==> config.mk <==
export PLATFORM = sky130hd
export DESIGN_NAME = ppu_tile_sched
export DESIGN_NICKNAME = d
export VERILOG_FILES = /design/src/rtl/ppu_sched_pkg.sv /design/src/rtl/ppu_tile_sched_rr_arbiter.sv /design/src/rtl/ppu_tile_sched.sv
export SDC_FILE = /design/constraint.sdc
export NUM_CORES = 1
export LEC_CHECK = 0
export CORE_AREA = 2 2 426 428
export DETAILED_ROUTE_END_ITERATION = 8
export DIE_AREA = 0 0 428 430
export PLACE_DENSITY_LB_ADDON = 0.25
export RECOVER_POWER = 100
export SYNTH_ARGS = -nofsm -noshare
export SYNTH_HDL_FRONTEND = slang
export SYNTH_HIERARCHICAL = 1
export SYNTH_SLANG_ARGS = --single-unit
==> constraint.sdc <==
create_clock -name clk -period 4.1 [get_ports clk]
set_input_delay 0.615 -clock clk [delete_from_list [all_inputs] [get_ports clk]]
set_output_delay 0.615 -clock clk [all_outputs]
set_load 0.02 [all_outputs]
==> src/rtl/ppu_sched_pkg.sv <==
// Shared types and default geometry for the PPU tile scheduler.
package ppu_sched_pkg;

  typedef enum logic [2:0] {
    IDLE   = 3'd0,
    GRANT  = 3'd1,
    STREAM = 3'd2,
    WAIT   = 3'd3,
    WRITE  = 3'd4
  } state_e;

  localparam int PPU_ROWS    = 16;
  localparam int PPU_PSUM_W  = 384;
  localparam int PPU_OUT_W   = 128;
  localparam int PPU_TIMEOUT = 255;

  // Index width that stays legal when a count of one would give $clog2 == 0.
  function automatic int idx_w(input int n);
    return (n > 1) ? $clog2(n) : 1;
  endfunction

endpackage

==> src/rtl/ppu_tile_sched_rr_arbiter.sv <==
// Pointer-based round-robin arbiter: first requester at/after the pointer wins.
module rr_arbiter
  import ppu_sched_pkg::*;
#(
  parameter int NREQ   = 2,
  localparam int IDX_W = idx_w(NREQ)
) (
  input  logic             clk,
  input  logic             rst_n,
  input  logic [NREQ-1:0]  req,
  input  logic             adv,
  input  logic [IDX_W-1:0] adv_idx,
  output logic             any,
  output logic [NREQ-1:0]  gnt,
  output logic [IDX_W-1:0] gnt_idx
);

  logic [IDX_W-1:0] ptr_q;
  int               j;

  always_comb begin
    any     = 1'b0;
    gnt_idx = '0;
    gnt     = '0;
    j       = 0;
    for (int i = 0; i < NREQ; i++) begin
      j = int'(ptr_q) + i;
      if (j >= NREQ) j = j - NREQ;
      if (!any && req[j]) begin
        any     = 1'b1;
        gnt_idx = IDX_W'(j);
      end
    end
    gnt[gnt_idx] = any;
  end

  // The bank just served drops to lowest priority.
  always_ff @(posedge clk or negedge rst_n) begin
    if (!rst_n) begin
      ptr_q <= '0;
    end else if (adv) begin
      ptr_q <= (int'(adv_idx) == NREQ - 1) ? '0 : adv_idx + 1'b1;
    end
  end

endmodule

==> src/rtl/ppu_tile_sched.sv <==
// Time-shares one post-processing unit between NREQ accumulator banks:
// arbitrate, stream ROWS partial-sum rows, wait for the done edge, write the tagged result.
module ppu_tile_sched
  import ppu_sched_pkg::*;
#(
  parameter int NREQ    = 2,
  parameter int ADDR_W  = 6,
  parameter int ROWS    = PPU_ROWS,
  parameter int PSUM_W  = PPU_PSUM_W,
  parameter int OUT_W   = PPU_OUT_W,
  parameter int TIMEOUT = PPU_TIMEOUT,
  localparam int IDX_W  = idx_w(NREQ)
) (
  input  logic                   clk,
  input  logic                   rst_n,
  input  logic [NREQ-1:0]        req_valid,
  output logic [NREQ-1:0]        req_ready,
  input  logic [8*NREQ-1:0]      req_scale,
  input  logic [8*NREQ-1:0]      req_bias,
  input  logic [ADDR_W*NREQ-1:0] req_base,
  output logic                   acc_rd_en,
  output logic [IDX_W-1:0]       acc_rd_bank,
  output logic [ADDR_W-1:0]      acc_rd_addr,
  input  logic [PSUM_W-1:0]      acc_rd_data,
  output logic                   ppu_valid,
  output logic [PSUM_W-1:0]      ppu_psum,
  output logic [7:0]             ppu_scale,
  output logic [7:0]             ppu_bias,
  input  logic                   ppu_done,
  input  logic [OUT_W-1:0]       ppu_out,
  output logic                   out_wr_en,
  output logic [IDX_W-1:0]       out_wr_bank,
  output logic [OUT_W-1:0]       out_wr_data,
  output logic                   busy,
  output logic                   timeout_err,
  input  logic                   err_clr
);

  localparam int ROW_W = idx_w(ROWS);
  localparam int TMO_W = $clog2(TIMEOUT + 1);

  state_e             state_q, state_d;
  logic [IDX_W-1:0]   g_q;
  logic [NREQ-1:0]    gnt_oh_q;
  logic [ADDR_W-1:0]  base_q;
  logic [ROW_W-1:0]   row_q;
  logic [TMO_W-1:0]   wcnt_q;
  logic               done_p1;
  logic               rd_vld_p1;
  logic               done_edge;
  logic               ld_desc;
  logic               cap;
  logic               tmo;

  logic               arb_any;
  logic [NREQ-1:0]    arb_gnt;
  logic [IDX_W-1:0]   arb_idx;

  rr_arbiter #(.NREQ(NREQ)) u_arb (
    .clk     (clk),
    .rst_n   (rst_n),
    .req     (req_valid),
    .adv     (ld_desc),
    .adv_idx (g_q),
    .any     (arb_any),
    .gnt     (arb_gnt),
    .gnt_idx (arb_idx)
  );

  // A level already high when WAIT is entered must not count, so the
  // done history is tracked in every state.
  assign done_edge = ppu_done & ~done_p1;

  always_ff @(posedge clk or negedge rst_n) begin
    if (!rst_n) state_q <= IDLE;
    else        state_q <= state_d;
  end

  always_comb begin
    state_d   = state_q;
    req_ready = '0;
    acc_rd_en = 1'b0;
    ppu_valid = 1'b0;
    out_wr_en = 1'b0;
    ld_desc   = 1'b0;
    cap       = 1'b0;
    tmo       = 1'b0;
    case (state_q)
      IDLE: begin
        if (arb_any) state_d = GRANT;
      end
      GRANT: begin
        req_ready = gnt_oh_q;
        ld_desc   = 1'b1;
        state_d   = STREAM;
      end
      STREAM: begin
        acc_rd_en = 1'b1;
        ppu_valid = (row_q == '0);
        if (row_q == ROW_W'(ROWS - 1)) state_d = WAIT;
      end
      WAIT: begin
        if (done_edge) begin
          cap     = 1'b1;
          state_d = WRITE;
        end else if (wcnt_q == TMO_W'(TIMEOUT)) begin
          tmo     = 1'b1;
          state_d = IDLE;
        end
      end
      WRITE: begin
        out_wr_en = 1'b1;
        state_d   = IDLE;
      end
      default: state_d = IDLE;
    endcase
  end

  // Grant capture: winner is frozen in IDLE so GRANT acknowledges exactly it.
  always_ff @(posedge clk or negedge rst_n) begin
    if (!rst_n) begin
      g_q      <= '0;
      gnt_oh_q <= '0;
    end else if (state_q == IDLE && arb_any) begin
      g_q      <= arb_idx;
      gnt_oh_q <= arb_gnt;
    end
  end

  always_ff @(posedge clk or negedge rst_n) begin
    if (!rst_n) begin
      row_q       <= '0;
      wcnt_q      <= '0;
      done_p1     <= 1'b0;
      rd_vld_p1   <= 1'b0;
      ppu_scale   <= '0;
      ppu_bias    <= '0;
      out_wr_data <= '0;
      timeout_err <= 1'b0;
    end else begin
      row_q     <= (state_q == STREAM) ? row_q + 1'b1 : '0;
      wcnt_q    <= (state_q == WAIT) ? wcnt_q + 1'b1 : '0;
      done_p1   <= ppu_done;
      rd_vld_p1 <= acc_rd_en;
      if (ld_desc) begin
        ppu_scale <= req_scale[8*int'(g_q) +: 8];
        ppu_bias  <= req_bias[8*int'(g_q) +: 8];
      end
      if (cap) out_wr_data <= ppu_out;
      if (err_clr)  timeout_err <= 1'b0;
      else if (tmo) timeout_err <= 1'b1;
    end
  end

  // Row base is pure datapath; every use of it is gated by acc_rd_en.
  always_ff @(posedge clk) begin
    if (ld_desc) base_q <= req_base[ADDR_W*int'(g_q) +: ADDR_W];
  end

  // Read stage boundary: SRAM data returns one cycle after the strobe.
  assign acc_rd_bank = g_q;
  assign acc_rd_addr = acc_rd_en ? base_q + ADDR_W'(row_q) : '0;
  assign ppu_psum    = rd_vld_p1 ? acc_rd_data : '0;

  assign out_wr_bank = g_q;
  assign busy        = (state_q != IDLE);

endmodule

==> out/qor.yml <==
status: "complete, but fails checks"
violations: "capacitance limit, slew limit"
stdcell_count: 4391
crit_fanout: 79
row_count: 156
routedWlPerCell_microns: 22.5
synth_cell_types: 42
synth_fp_nets: 1470
vdd_ir_drop_max_mv: 0.346
gp_congestion: 0.939
start_kind: "flip-flop"
p_leak_uw: 0.00960
avgViaCountPerCell: 2.52
cts.path.max_buffers: 2
grt_use_met2_pct: 21.4
ios: 1105
cts-htree-levels: 4
drive_above_1_share_pct: 4.01
finalMaxSlewViolations: 236
cap_violations: 5
grtUsageMet3_pct: 2.97
cts_root_buf: "clkbuf_16"
io_buffers: 1104
synth_seq_cells: 172
crit_arrival_ns: 3.03
clk_pin_slew_ns: 0.08
via_count: 11100
finalSetupTns_ns: 0
core_area_sq_um: 180000
finalCritPeriodShare_pct: 88.9
power_density_nw_per_um2: 585
cts_resized: 0
ys_seq_area_share_pct: 43.4
drt-total-wl_microns: 98800
cts_hold_buf: 0
cp-end-kind: "primary output"
grt_max_degree: 103
grt_usage_pct: 10.5
die_w_microns: 428
grt_pass1_vias: 11700
numClockSinks: 172
synthTopCellsByCount: "390 x and2_1, 166 x dfrtp_1, 109 x mux2_4"
worstPathRequired_ns: 3.48
synth_area_leaders: "dfrtp_1 42%, and2_1 24%, mux2_4 16%"
grt-busiest-layer: "met2"
min_path_type: "reg -> reg"
fmax_ghz: 0.275
finalClockSkew_ns: 0.0209
netlist_instances: 900
fin_crit_ns: 3.64
antenna_found_initial: 63
ys.flop_type: "dfrtp_1"
max_slew_margin_pct: -93.6
async_flop_share_pct: 96.5
dp_hpwl_microns: 88400
synth-edff-count: 6
setup_viol: 0
path_class: "reg -> out"
die_y_microns: 430
drt-pass1-iter-count: 4
gr-total-overflow: 0
hold_viol: 0
yosysTopAreaCellShare_pct: 41.6
grt_pass1_wl_microns: 126000
cts_made_buffers: 17
tightest_slew_ns: 2.90
ant_nets: 0
nets: 2551
rsz0062_at_grt: "false"
syn_area_per_cell_sq_um: 11.1
cts_tree: "done"
yosys_warnings: 6
clkLatencyLatePin_ns: 0.52
design.die.area_sq_um: 184000
dp_cells: 4332
initial_core_util_pct: 5.55
post-synth-top-area-cell: "dfrtp_1"
postCtsSetupBuffers: 0
synthToLayoutAreaGrowth_pct: 142
drt_iter0_drc: 403
drc: 0
yosysMostFrequentCell: "and2_1"
synth_area_sq_um: 9980
use_met1_pct: 9.56
==> layout make-up <==
class	count	area, sq um
Fill cell	20500	156000
Timing Repair Buffer	1129	11300
Multi-Input combinational cell	654	4860
Sequential cell	172	4340
Tap cell	2370	2970
Clock buffer	19	433
Clock inverter	13	193
Antenna cell	27	67.6
Inverter	7	26.3
==> per-stage QoR <==
stage | util (%) | instance area (sq um) | setup WS, ns | hold slack (ns) | total power, uW
global placement | 13.3 | 23900 | 0.942 | 0.480 | 13700
detailed placement | 13.3 | 23900 | 1.03 | 0.476 | 13700
global route | 13.4 | 24100 | 0.196 | 0.508 | 15000
finish | 13.4 | 24100 | 0.457 | 0.485 | 14100
floorplan | - | 9980 | 1.65 | 0.319 | 7830
CTS | 13.7 | 24600 | 0.404 | 0.0842 | 15800
==> final timing paths <==
path | slack, ns | start | cells after the start | endpoint
max | 0.46 | rd_vld_p1 | 3 | ppu_psum[371]
min | 0.49 | timeout_err | 2 | timeout_err
max reg2reg | 0.85 | state_q[0] | 4 | out_wr_data[56]
min reg2reg | 0.49 | timeout_err | 2 | timeout_err
max in group asynchronous | 1.01 | rst_n | 2 | acc_rd_bank
min in group asynchronous | 1.06 | rst_n | 2 | out_wr_data[79]
==> critical path, cell delays in order (launching register included) <==
cell	delay, ns
dfrtp_2	1.06
buf_12	0.35
and2_1	0.19
dlygate4sd3_1	0.79
==> layout by cell type (no fill, tap or decap), drive strengths merged, types with 2 or more instances in the layout <==
cell and count:
nor3b 2, or3 3, a21o 3, dlygate4sd3 527, clkdlybuf4s50 576, nand4 2, buf 12, diode 27
clkinv 3, clkbuf 33, o21ai 4, mux2 137, a21boi 3, edfxtp 6, xor2 2, nand2 6
bufinv 3, dfrtp 166, or2 2, mux2i 19, nand3 5, and2 390, xnor2 4, nand2b 5
inv 14, ha 7, nor2 26, a21oi 22
==> power breakdown <==
group	internal, uW	switching, uW	total, uW	leakage (uW)
Combinational	4100	5190	9280	0.00723
Clock	986	892	1880	0.000306
Sequential	2470	503	2970	0.00206
==> metal layers <==
metal / vias up / part of all wire, %
met5: - / 0.062
met4: 10 / 2.9
met3: 128 / 5.9
li1: 5103 / -
met2: 548 / 59
met1: 5261 / 32
==> state kept, by name, summed over array words and instances, names as in the netlist <==
name and cells:
gnt_oh_q 2, acc_rd_bank 1, ppu_scale 8, row_q 4, state_q 3, out_wr_data 128
ppu_bias 8, done_p1 1, u_arb/ptr_q 1, timeout_err 1, wcnt_q 8, base_q 6
rd_vld_p1 1
==> cells by family (layout without fill, tap and decap cells) <==
group	after synthesis	count (layout)	share of synthesized area, %
flip-flops	172	172	43.4
multiplexers	156	156	21.5
AO/OA/AOI/OAI	37	37	2.14
AND/OR/NAND/NOR	447	447	27.5
buffers and inverters	74	1168	3.91
other	0	27	0
XOR/XNOR	6	6	0.527
adder cells (fa/ha/maj)	8	8	1.08
(Power assumes the default switching activity.)
